[src/rtl/alu_pkg.sv]
// Shared opcode encodings, controller states and flag bit positions for the
// sequential ALU.
package alu_pkg;

    localparam logic [3:0] OP_ADD  = 4'b0000;
    localparam logic [3:0] OP_SUB  = 4'b0001;
    localparam logic [3:0] OP_AND  = 4'b0010;
    localparam logic [3:0] OP_OR   = 4'b0011;
    localparam logic [3:0] OP_XOR  = 4'b0100;
    localparam logic [3:0] OP_CMP  = 4'b0101;
    localparam logic [3:0] OP_ADDL = 4'b0110;
    localparam logic [3:0] OP_SHL  = 4'b0111;
    localparam logic [3:0] OP_SHR  = 4'b1000;
    localparam logic [3:0] OP_MUL  = 4'b1001;
    localparam logic [3:0] OP_SLT  = 4'b1010;

    typedef enum logic {
        IDLE = 1'b0,
        BUSY = 1'b1
    } state_t;

    // flags vector is {N,Z,C,V}
    localparam int unsigned FLAG_V = 0;
    localparam int unsigned FLAG_C = 1;
    localparam int unsigned FLAG_Z = 2;
    localparam int unsigned FLAG_N = 3;

endpackage

[src/rtl/alu_mul_iter.sv]
// Iterative shift-add multiplier: one partial product per cycle, full
// 2*WIDTH product, o_done pulses with the final product on o_product.
module alu_mul_iter
    import alu_pkg::*;
#(
    parameter int unsigned WIDTH = 8
) (
    input  logic               clk,
    input  logic               rst,
    input  logic               i_start,
    input  logic [WIDTH-1:0]   i_a,
    input  logic [WIDTH-1:0]   i_b,
    output logic               o_done,
    output logic [2*WIDTH-1:0] o_product
);

    localparam int unsigned CW = $clog2(WIDTH);

    logic [2*WIDTH-1:0] r_a;
    logic [2*WIDTH-1:0] r_acc;
    logic [WIDTH-1:0]   r_b;
    logic [CW-1:0]      r_cnt;
    logic               r_busy;
    logic [2*WIDTH-1:0] w_acc_next;

    assign w_acc_next = r_acc + (r_b[0] ? r_a : '0);
    // Iteration 0 is folded into the start cycle and the last iteration is
    // presented combinationally, so the caller can register the product on
    // the same edge that finishes it.
    assign o_done    = r_busy && (r_cnt == CW'(WIDTH - 1));
    assign o_product = w_acc_next;

    always_ff @(posedge clk) begin
        if (rst) begin
            r_busy <= 1'b0;
            r_cnt  <= '0;
            r_a    <= '0;
            r_b    <= '0;
            r_acc  <= '0;
        end else if (i_start) begin
            r_busy <= 1'b1;
            r_cnt  <= CW'(1);
            r_acc  <= i_b[0] ? {{WIDTH{1'b0}}, i_a} : '0;
            r_a    <= {{(WIDTH-1){1'b0}}, i_a, 1'b0};
            r_b    <= i_b >> 1;
        end else if (r_busy) begin
            r_acc <= w_acc_next;
            r_a   <= r_a << 1;
            r_b   <= r_b >> 1;
            r_cnt <= r_cnt + CW'(1);
            if (o_done) begin
                r_busy <= 1'b0;
            end
        end
    end

endmodule

[src/rtl/alu_seq.sv]
// Handshaked ALU: single-cycle ops register straight into the output stage,
// MUL runs through the iterative multiplier while the controller sits in BUSY.
module alu_seq
    import alu_pkg::*;
#(
    parameter int unsigned WIDTH = 8,
    parameter int unsigned SHW   = $clog2(WIDTH)
) (
    input  logic             clk,
    input  logic             rst,
    input  logic             in_valid,
    output logic             in_ready,
    input  logic [3:0]       opcode,
    input  logic [WIDTH-1:0] data_in1,
    input  logic [WIDTH-1:0] data_in2,
    output logic             out_valid,
    input  logic             out_ready,
    output logic [WIDTH-1:0] result,
    output logic             compare,
    output logic [3:0]       flags,
    output logic             err
);

    localparam int unsigned MSB = WIDTH - 1;

    state_t             r_state;
    logic [WIDTH-1:0]   r_result;
    logic [3:0]         r_flags;
    logic               r_compare;
    logic               r_err;
    logic               r_out_valid;

    logic               w_accept;
    logic               w_start;
    logic               w_mul_done;
    logic [2*WIDTH-1:0] w_product;
    logic [SHW-1:0]     w_shamt;
    logic [WIDTH:0]     w_sum;
    logic [WIDTH:0]     w_diff;
    logic [WIDTH:0]     w_shl;
    logic [WIDTH:0]     w_shr;
    logic [WIDTH-1:0]   w_res;
    logic [WIDTH-1:0]   w_nz_src;
    logic               w_c;
    logic               w_v;
    logic               w_cmp;
    logic               w_err;
    logic [3:0]         w_flags;
    logic [3:0]         w_mul_flags;

    assign in_ready = (r_state == IDLE) && (!r_out_valid || out_ready);
    assign w_accept = in_valid && in_ready;
    assign w_start  = w_accept && (opcode == OP_MUL);

    alu_mul_iter #(.WIDTH(WIDTH)) u_mul (
        .clk       (clk),
        .rst       (rst),
        .i_start   (w_start),
        .i_a       (data_in1),
        .i_b       (data_in2),
        .o_done    (w_mul_done),
        .o_product (w_product)
    );

    assign w_shamt = data_in2[SHW-1:0];
    assign w_sum   = {1'b0, data_in1} + {1'b0, data_in2};
    assign w_diff  = {1'b0, data_in1} - {1'b0, data_in2};
    // One guard bit on each side catches the last bit shifted out.
    assign w_shl   = {1'b0, data_in1} << w_shamt;
    assign w_shr   = {data_in1, 1'b0} >> w_shamt;

    always_comb begin
        w_res = '0;
        w_c   = 1'b0;
        w_v   = 1'b0;
        w_cmp = 1'b0;
        w_err = 1'b0;
        case (opcode)
            OP_ADD, OP_ADDL: begin
                w_res = w_sum[MSB:0];
                w_c   = w_sum[WIDTH];
                w_v   = (data_in1[MSB] == data_in2[MSB]) && (w_sum[MSB] != data_in1[MSB]);
            end
            OP_SUB, OP_CMP: begin
                w_res = (opcode == OP_CMP) ? '0 : w_diff[MSB:0];
                w_cmp = (opcode == OP_CMP) && (data_in1 == data_in2);
                w_c   = w_diff[WIDTH];
                w_v   = (data_in1[MSB] != data_in2[MSB]) && (w_diff[MSB] != data_in1[MSB]);
            end
            OP_AND: w_res = data_in1 & data_in2;
            OP_OR:  w_res = data_in1 | data_in2;
            OP_XOR: w_res = data_in1 ^ data_in2;
            OP_SHL: begin
                w_res = w_shl[MSB:0];
                w_c   = w_shl[WIDTH];
            end
            OP_SHR: begin
                w_res = w_shr[WIDTH:1];
                w_c   = w_shr[0];
            end
            OP_SLT: w_res[0] = $signed(data_in1) < $signed(data_in2);
            OP_MUL: ;
            default: w_err = 1'b1;
        endcase

        // CMP reports N/Z of the difference even though its result is zero.
        w_nz_src = (opcode == OP_CMP) ? w_diff[MSB:0] : w_res;
        w_flags  = '0;
        if (!w_err) begin
            w_flags[FLAG_N] = w_nz_src[MSB];
            w_flags[FLAG_Z] = (w_nz_src == '0);
            w_flags[FLAG_C] = w_c;
            w_flags[FLAG_V] = w_v;
        end

        w_mul_flags         = '0;
        w_mul_flags[FLAG_N] = w_product[MSB];
        w_mul_flags[FLAG_Z] = (w_product[MSB:0] == '0);
        w_mul_flags[FLAG_C] = |w_product[2*WIDTH-1:WIDTH];
    end

    always_ff @(posedge clk) begin
        if (rst) begin
            r_state     <= IDLE;
            r_out_valid <= 1'b0;
            r_result    <= '0;
            r_flags     <= '0;
            r_compare   <= 1'b0;
            r_err       <= 1'b0;
        end else begin
            case (r_state)
                IDLE:    if (w_start)    r_state <= BUSY;
                BUSY:    if (w_mul_done) r_state <= IDLE;
                default: r_state <= IDLE;
            endcase

            if (w_accept && !w_start) begin
                r_out_valid <= 1'b1;
                r_result    <= w_res;
                r_flags     <= w_flags;
                r_compare   <= w_cmp;
                r_err       <= w_err;
            end else if (w_mul_done) begin
                r_out_valid <= 1'b1;
                r_result    <= w_product[MSB:0];
                r_flags     <= w_mul_flags;
                r_compare   <= 1'b0;
                r_err       <= 1'b0;
            end else if (r_out_valid && out_ready) begin
                r_out_valid <= 1'b0;
            end
        end
    end

    assign out_valid = r_out_valid;
    assign result    = r_result;
    assign flags     = r_flags;
    assign compare   = r_compare;
    assign err       = r_err;

endmodule

[config.mk]
export PLATFORM = sky130hd
export DESIGN_NAME = alu_seq
export DESIGN_NICKNAME = d
export VERILOG_FILES = /design/src/rtl/alu_pkg.sv /design/src/rtl/alu_mul_iter.sv /design/src/rtl/alu_seq.sv
export SDC_FILE = /design/constraint.sdc
export NUM_CORES = 1
export LEC_CHECK = 0
export ABC_AREA = 1
export CAP_MARGIN = 20
export CORE_ASPECT_RATIO = 0.75
export CORE_UTILIZATION = 50
export DETAILED_ROUTE_END_ITERATION = 10
export GPL_TIMING_DRIVEN = 0
export PLACE_DENSITY = 0.8
export RECOVER_POWER = 25
export SYNTH_ARGS = -nofsm -noshare
export SYNTH_HDL_FRONTEND = slang
export SYNTH_SLANG_ARGS = --single-unit
[constraint.sdc]
create_clock -name clk -period 2.9 [get_ports clk]
set_input_delay 0.29 -clock clk [delete_from_list [all_inputs] [get_ports clk]]
set_output_delay 0.29 -clock clk [all_outputs]
set_load 0.1 [all_outputs]
---- After elaboration in Yosys (flattened, before gate mapping) ----
Index checks and enable logic that the tools add are counted.
storage, ports and cells
  flip-flop bits (word level) ............. 58
  input port bits ......................... 24
  output and inout port bits .............. 16
  logic and storage cells ................. 97
cells by class
  add/sub/neg operators ................... 4
  order comparisons ....................... 1
  eq/ne operators ......................... 16
  shift operators ......................... 2
  multiplexer cells ....................... 34
  bitwise gates (word level) .............. 4
  reductions and logical operators ........ 23
operator list
  cell                                                 count
  case mux 7 bit (7 select lines)                      1
  2-to-1 mux 16 bit                                    3
  2-to-1 mux 8 bit                                     5
  2-to-1 mux 9 bit                                     2
  adder 16 bit                                         1
  equality test 4 x 3 -> 1 bit, second input constant  4
  logical NOT 8 bit                                    2
  2-to-1 mux 1 bit                                     14
  2-to-1 mux 7 bit                                     2
  equality test 4 bit, second input constant           3
  2-to-1 mux 4 bit                                     3
  OR reduction 11 bit                                  1
  adder 8 x 8 -> 9 bit                                 1
  logical AND 1 bit                                    9
  left shift 8 x 3 -> 9 bit                            1
  right shift 9 x 3 -> 9 bit                           1
  subtractor 8 x 8 -> 9 bit                            1
  AND 8 bit                                            1
  equality test 4 x 2 -> 1 bit, second input constant  2
  equality test 8 bit                                  1
  < comparator 8 bit                                   1
  bitwise OR 8 bit                                     1
  case mux 1 bit (8 select lines)                      1
  OR reduction 8 bit                                   1
  other kinds (15)                                     22

---- Depth between registers and ports, before layout ----
  depth in word-level cells ............... 8
  mapped depth ............................ 18
  mapped depth without buffers ............ 16

---- By module ----
A second synthesis with hierarchy kept.
second synthesis, totals
  cells, all modules ...................... 928
  area total of the unflattened synthesis .. 5420.2 um^2
by module, submodules not included
  module        times used  cells each  area an instance (um^2)  seq. area each (um^2)
  alu_seq       1           512         2733.9                   320.3
  alu_mul_iter  1           416         2686.3                   840.8

---- Worst setup path after synthesis ----
Ideal clock, no wire load.
  path kind ............................... flip-flop to output port
  start point ............................. reg r_out_valid (netlist: out_valid)
  end point ............................... out in_ready
  data arrival time ....................... 2.086 ns
  data required time ...................... 2.610 ns
  setup slack ............................. 0.524 ns
  stages on the path, launching flop included .. 4
  path buffers ............................ 0
  cell sequence ........................... dfxtp_1 -> inv_1 -> nor2_1 -> nor2_1
between the ends
  longest elaborated chain between the ends .. 3
RTL lines
  item                      line            source
  start: declaration        alu_seq.sv:31   logic r_out_valid;
  start signal: assignment  alu_seq.sv:125  r_out_valid <= 1'b0;
  start signal: assignment  alu_seq.sv:138  r_out_valid <= 1'b1;
  start signal: assignment  alu_seq.sv:144  r_out_valid <= 1'b1;
  logical NOT 1 bit         alu_seq.sv:51   assign in_ready = (r_state == IDLE) && (!r_out_valid || out_ready);
  logical OR 1 bit          alu_seq.sv:51
  logical AND 1 bit         alu_seq.sv:51
  end: declaration          alu_seq.sv:12   output logic in_ready,
No other way between the ends.

---- Final worst setup path ----
  start point ............................. in data_in2[0]
  end point ............................... reg r_flags[2] (netlist: flags[2])
between the ends
  longest elaborated chain between the ends .. 7
  elaborated cells between the ends (all ways) .. 15
  classes of those cells .................. add/sub (2); order compare (1); shift (2); mux (6); bitwise (3); reduce/logical (1)
RTL lines
  item                                                                                       line            source
  start: declaration                                                                         alu_seq.sv:15   input logic [WIDTH-1:0] data_in2,
  subtractor 8 x 8 -> 9 bit                                                                  alu_seq.sv:67   assign w_diff = {1'b0, data_in1} - {1'b0, data_in2};
  2-to-1 mux 8 bit                                                                           alu_seq.sv:85   w_res = (opcode == OP_CMP) ? '0 : w_diff[MSB:0];
  case mux 1 bit (8 select lines) / case mux 7 bit (7 select lines) (equally long branches)  alu_seq.sv:78   case (opcode)
  2-to-1 mux 8 bit (*)                                                                       alu_seq.sv:107  w_nz_src = (opcode == OP_CMP) ? w_diff[MSB:0] : w_res;
  logical NOT 8 bit (*)                                                                      alu_seq.sv:111  w_flags[FLAG_Z] = (w_nz_src == '0);
  2-to-1 mux 4 bit (*)                                                                       alu_seq.sv:109  if (!w_err) begin
  2-to-1 mux 4 bit (*)                                                                       alu_seq.sv:137  if (w_accept && !w_start) begin
  end signal: assignment                                                                     alu_seq.sv:140  r_flags <= w_flags;
  end signal: assignment                                                                     alu_seq.sv:146  r_flags <= w_mul_flags;
  end: declaration                                                                           alu_seq.sv:28   logic [3:0] r_flags;
Mark *: on every way between the ends. The rest lies on a longest branch, timed or not.
A chain may end at the register's enable or synchronous reset.

==> run metrics <==
post-CTS sizing=0; nets@finish=994; # rows=31; Max-cap violations=0; grt ovf=0; core area=9930 um2; Clock Sinks=58; post-synthesis cell type count=37; Post-DP Area=5789 um2; Vert. Die Dim=90.69 um; final core occ=0.6155; Non-Filler Instances=1,061; Hold Fails Final Rpt=0; delay of the slowest critical-path stage=0.67 ns; Comb power frac=0.246; share of cells above drive strength 1=0.06351; min-delay worst type=flop to flop; Syn Area/Cell=5.979 um2; Area Growth Syn to Fin=16.56%; mapped cell area=5244 um2; later-pin clock latency in the skew report=0.33 ns; Max VDD drop=0.3091 mV; required time of the worst setup path=3.16 ns; Worst setup EP type=flop; Worst slew margin=0.3449; Seq/Total Area, Yosys=0.2214; Worst Skew=0.006381 ns; min cycle time layout=2.777 ns; Sw Share=0.3174; Buf/Inv on CP=2; Die X=120.3 um; H-Tree Depth=3; cell count after synthesis=877; total power draw=2.603 mW; Final Instance Area=6112 um2; HPWL after DPL=12.96 mm; crit path DAT=3.04 ns; slowest stage cell, crit path=clkdlybuf4s50_1; worst slack, placed=-0.3093 ns; Metal-1 WL=7.648 mm; met2 routed WL=6.190 mm; worst hold start=flags[0]; cell-internal power=1.777 mW; critical path startpoint=data_in2[0]; cell family with most CP delay=buffers and inverters; Initial Util=0.5281; CTS tree=built; routed via count=5,986; diodes inserted=0; Placed Cells=1,047; power share of the clock group=0.434; Max FO, Critical Path=7; FF+latch count, synth=58; I/O pin cnt=40; clock slew at reported path FFs=0.05 ns; die area=10,910 um2; CP Launch Type=input pin; # hold bufs at CTS=0; largest net degree at the start of global routing=13; antenna violations before repair=0; xor/xnor share of the synthesized area=0.02338; number of warnings issued by yosys=0; first-pass GRT wire length=27.07 mm; initial DRC count=979; post-CTS setup buffers=0; Pins Over Slew Limit=0; Total GRT Usage=0.3213; Hold Slack=0.4644 ns; Max Fclk=0.3601 GHz; PwrDens=425.9 nW/um2; Leakage=3.120 nW; Post-Synth Simple-Gate Area=0.3856; PortBufs=38; Worst-Margin Slew=0.9795 ns; final worst-path cycle share=0.9576; RR Startpoint=u_mul.r_b[0]; top layer used by detailed routing=met5; post-route ant nets=0; Sequential Power Share=0.319; largest family of logic cells by synthesized area=simple AND/OR/NAND/NOR gates; vias in the first global route=5,245; status=complete, no violations; setup ws final=0.1231 ns; DR WL met3=2.524 mm; setup violators final=0; worst path cell trace=clkdlybuf4s50_1, ha_1, inv_1, fa_1, xnor2_1, or2_2, a21oi_1, o21ai_0, a21oi_1, nand4_1, a21oi_1; routed vias/inst=5.642; final wirelength=16.71 mm; RSZ-0062 raised after global routing=false; Compound-Gate Fraction of Synth Area=0.1422; setup TNS=0 ns; drt drc=0; Synthesized Nets=946; Max Root-Sink Buffers=2; CTS Buf Count=9; crit path kind=input pin to flop; Net Sw Power=0.8263 mW; WL/cell=15.75 um; final estimated routing congestion in global placement=1.080; Critical Path Most Common Cell=a21oi_1; mux cell area share after synthesis=0; DRT Pass-1 Iters=5; Synth Area in Adders=0.1117; Root Buffer=clkbuf_16
-- layout make-up --
cell class,count,area (um2)
well taps,132,165.2
clock buffers,14,294.0
flip-flops and latches,58,1161
fillers,974,3817
inverters,128,480.5
plain buffers,26,125.1
repair buffers,38,382.9
multi-input cells,664,3473
clock inverters,1,30.03
-- worst paths after layout --
kind                                 end  slack [ns]  cells past startpoint
worst max-delay path            flags[2]        0.12                     11
worst min-delay path            flags[0]        0.46                      2
worst max register to register  flags[1]        0.34                     16
worst min register to register  flags[0]        0.46                      2
-- worst reg2reg max path: stages (launching register included) --
cell     delay, ns
dfxtp_1       0.45
nand2_1       0.09
inv_1         0.06
ha_1          0.18
inv_1         0.06
fa_1          0.42
inv_1         0.11
nand3_1       0.07
nand2_1       0.13
nand4_1       0.10
nand3_1       0.11
xor2_1        0.24
nand2_1       0.08
nor2_1        0.15
nand2_1       0.09
nand2_1       0.06
a21oi_1       0.05
-- cell families (layout without fill, tap and decap cells) --
| group | after synthesis | count (layout) |
|---|---|---|
| buffers and inverters | 155 | 207 |
| adders and majority gates | 45 | 45 |
| DFF | 58 | 58 |
| AOI/OAI and AO/OA | 130 | 130 |
| and+or+nand+nor | 475 | 475 |
| xor gates and xnor gates | 14 | 14 |
-- power by group through the flow --
stage	combinational, mW	sequential [mW]	clock [mW]
after floorplan	0.320	0.957	0
after global placement	0.615	0.846	0
after detailed placement	0.622	0.846	0
after CTS	0.624	0.831	1.14
after global routing	0.692	0.832	1.18
final	0.641	0.831	1.13
-- cell usage after synthesis (all sizes together) --
| cell type | n | area, um2 |
|---|---|---|
| fa | 3 | 60.06 |
| or2 | 9 | 56.30 |
| a211oi | 2 | 15.01 |
| nor3 | 12 | 60.06 |
| buf | 16 | 85.08 |
| ha | 42 | 525.5 |
| dfxtp | 58 | 1161 |
| nor4 | 2 | 12.51 |
| and2 | 1 | 6.260 |
| a31oi | 11 | 68.82 |
| clkbuf | 11 | 41.29 |
| o22ai | 4 | 25.02 |
| nand2 | 277 | 1047 |
| o221ai | 9 | 78.83 |
| o211ai | 5 | 37.54 |
| nand3 | 85 | 430.4 |
| o21ai | 32 | 160.2 |
| a22oi | 2 | 15.01 |
| xnor2 | 6 | 52.55 |
| a21oi | 57 | 285.3 |
| a21o | 2 | 15.01 |
| o21a | 1 | 7.510 |
| o21bai | 4 | 30.03 |
| nand3b | 2 | 15.01 |
| xor2 | 8 | 70.07 |
| inv | 128 | 480.5 |
| nor2 | 75 | 319.1 |
| nand4 | 12 | 75.07 |
| a21boi | 1 | 7.510 |
-- placed cells by master (no fill, tap or decap), types with 6 or more instances in the layout --
cell / count
a21oi_1: 57
a31oi_1: 11
buf_2: 9
clkbuf_1: 10
clkbuf_16: 9
clkdlybuf4s50_1: 30
dfxtp_1: 58
dlygate4sd3_1: 7
ha_1: 42
inv_1: 120
inv_2: 8
nand2_1: 274
nand3_1: 84
nand4_1: 12
nor2_1: 67
nor2_2: 6
nor3_1: 11
o21ai_0: 28
o221ai_1: 9
or2_2: 9
xnor2_1: 6
xor2_1: 8
-- flip-flops by register name, indices dropped and copies added, names as in the netlist --
register	cells
flags	4
err	1
result	8
u_mul.r_a	15
u_mul.r_acc	16
out_valid	1
u_mul.r_busy	1
u_mul.r_cnt	3
r_state	1
compare	1
u_mul.r_b	7
-- routing by layer --
| layer | global-route usage | up-vias |
|---|---|---|
| met5 | 0.04808 | - |
| met4 | 0.06893 | 2 |
| met3 | 0.1301 | 30 |
| met2 | 0.4162 | 363 |
| met1 | 0.4779 | 2666 |
| li1 | - | 2925 |
Power figures use the tool's default switching activity.
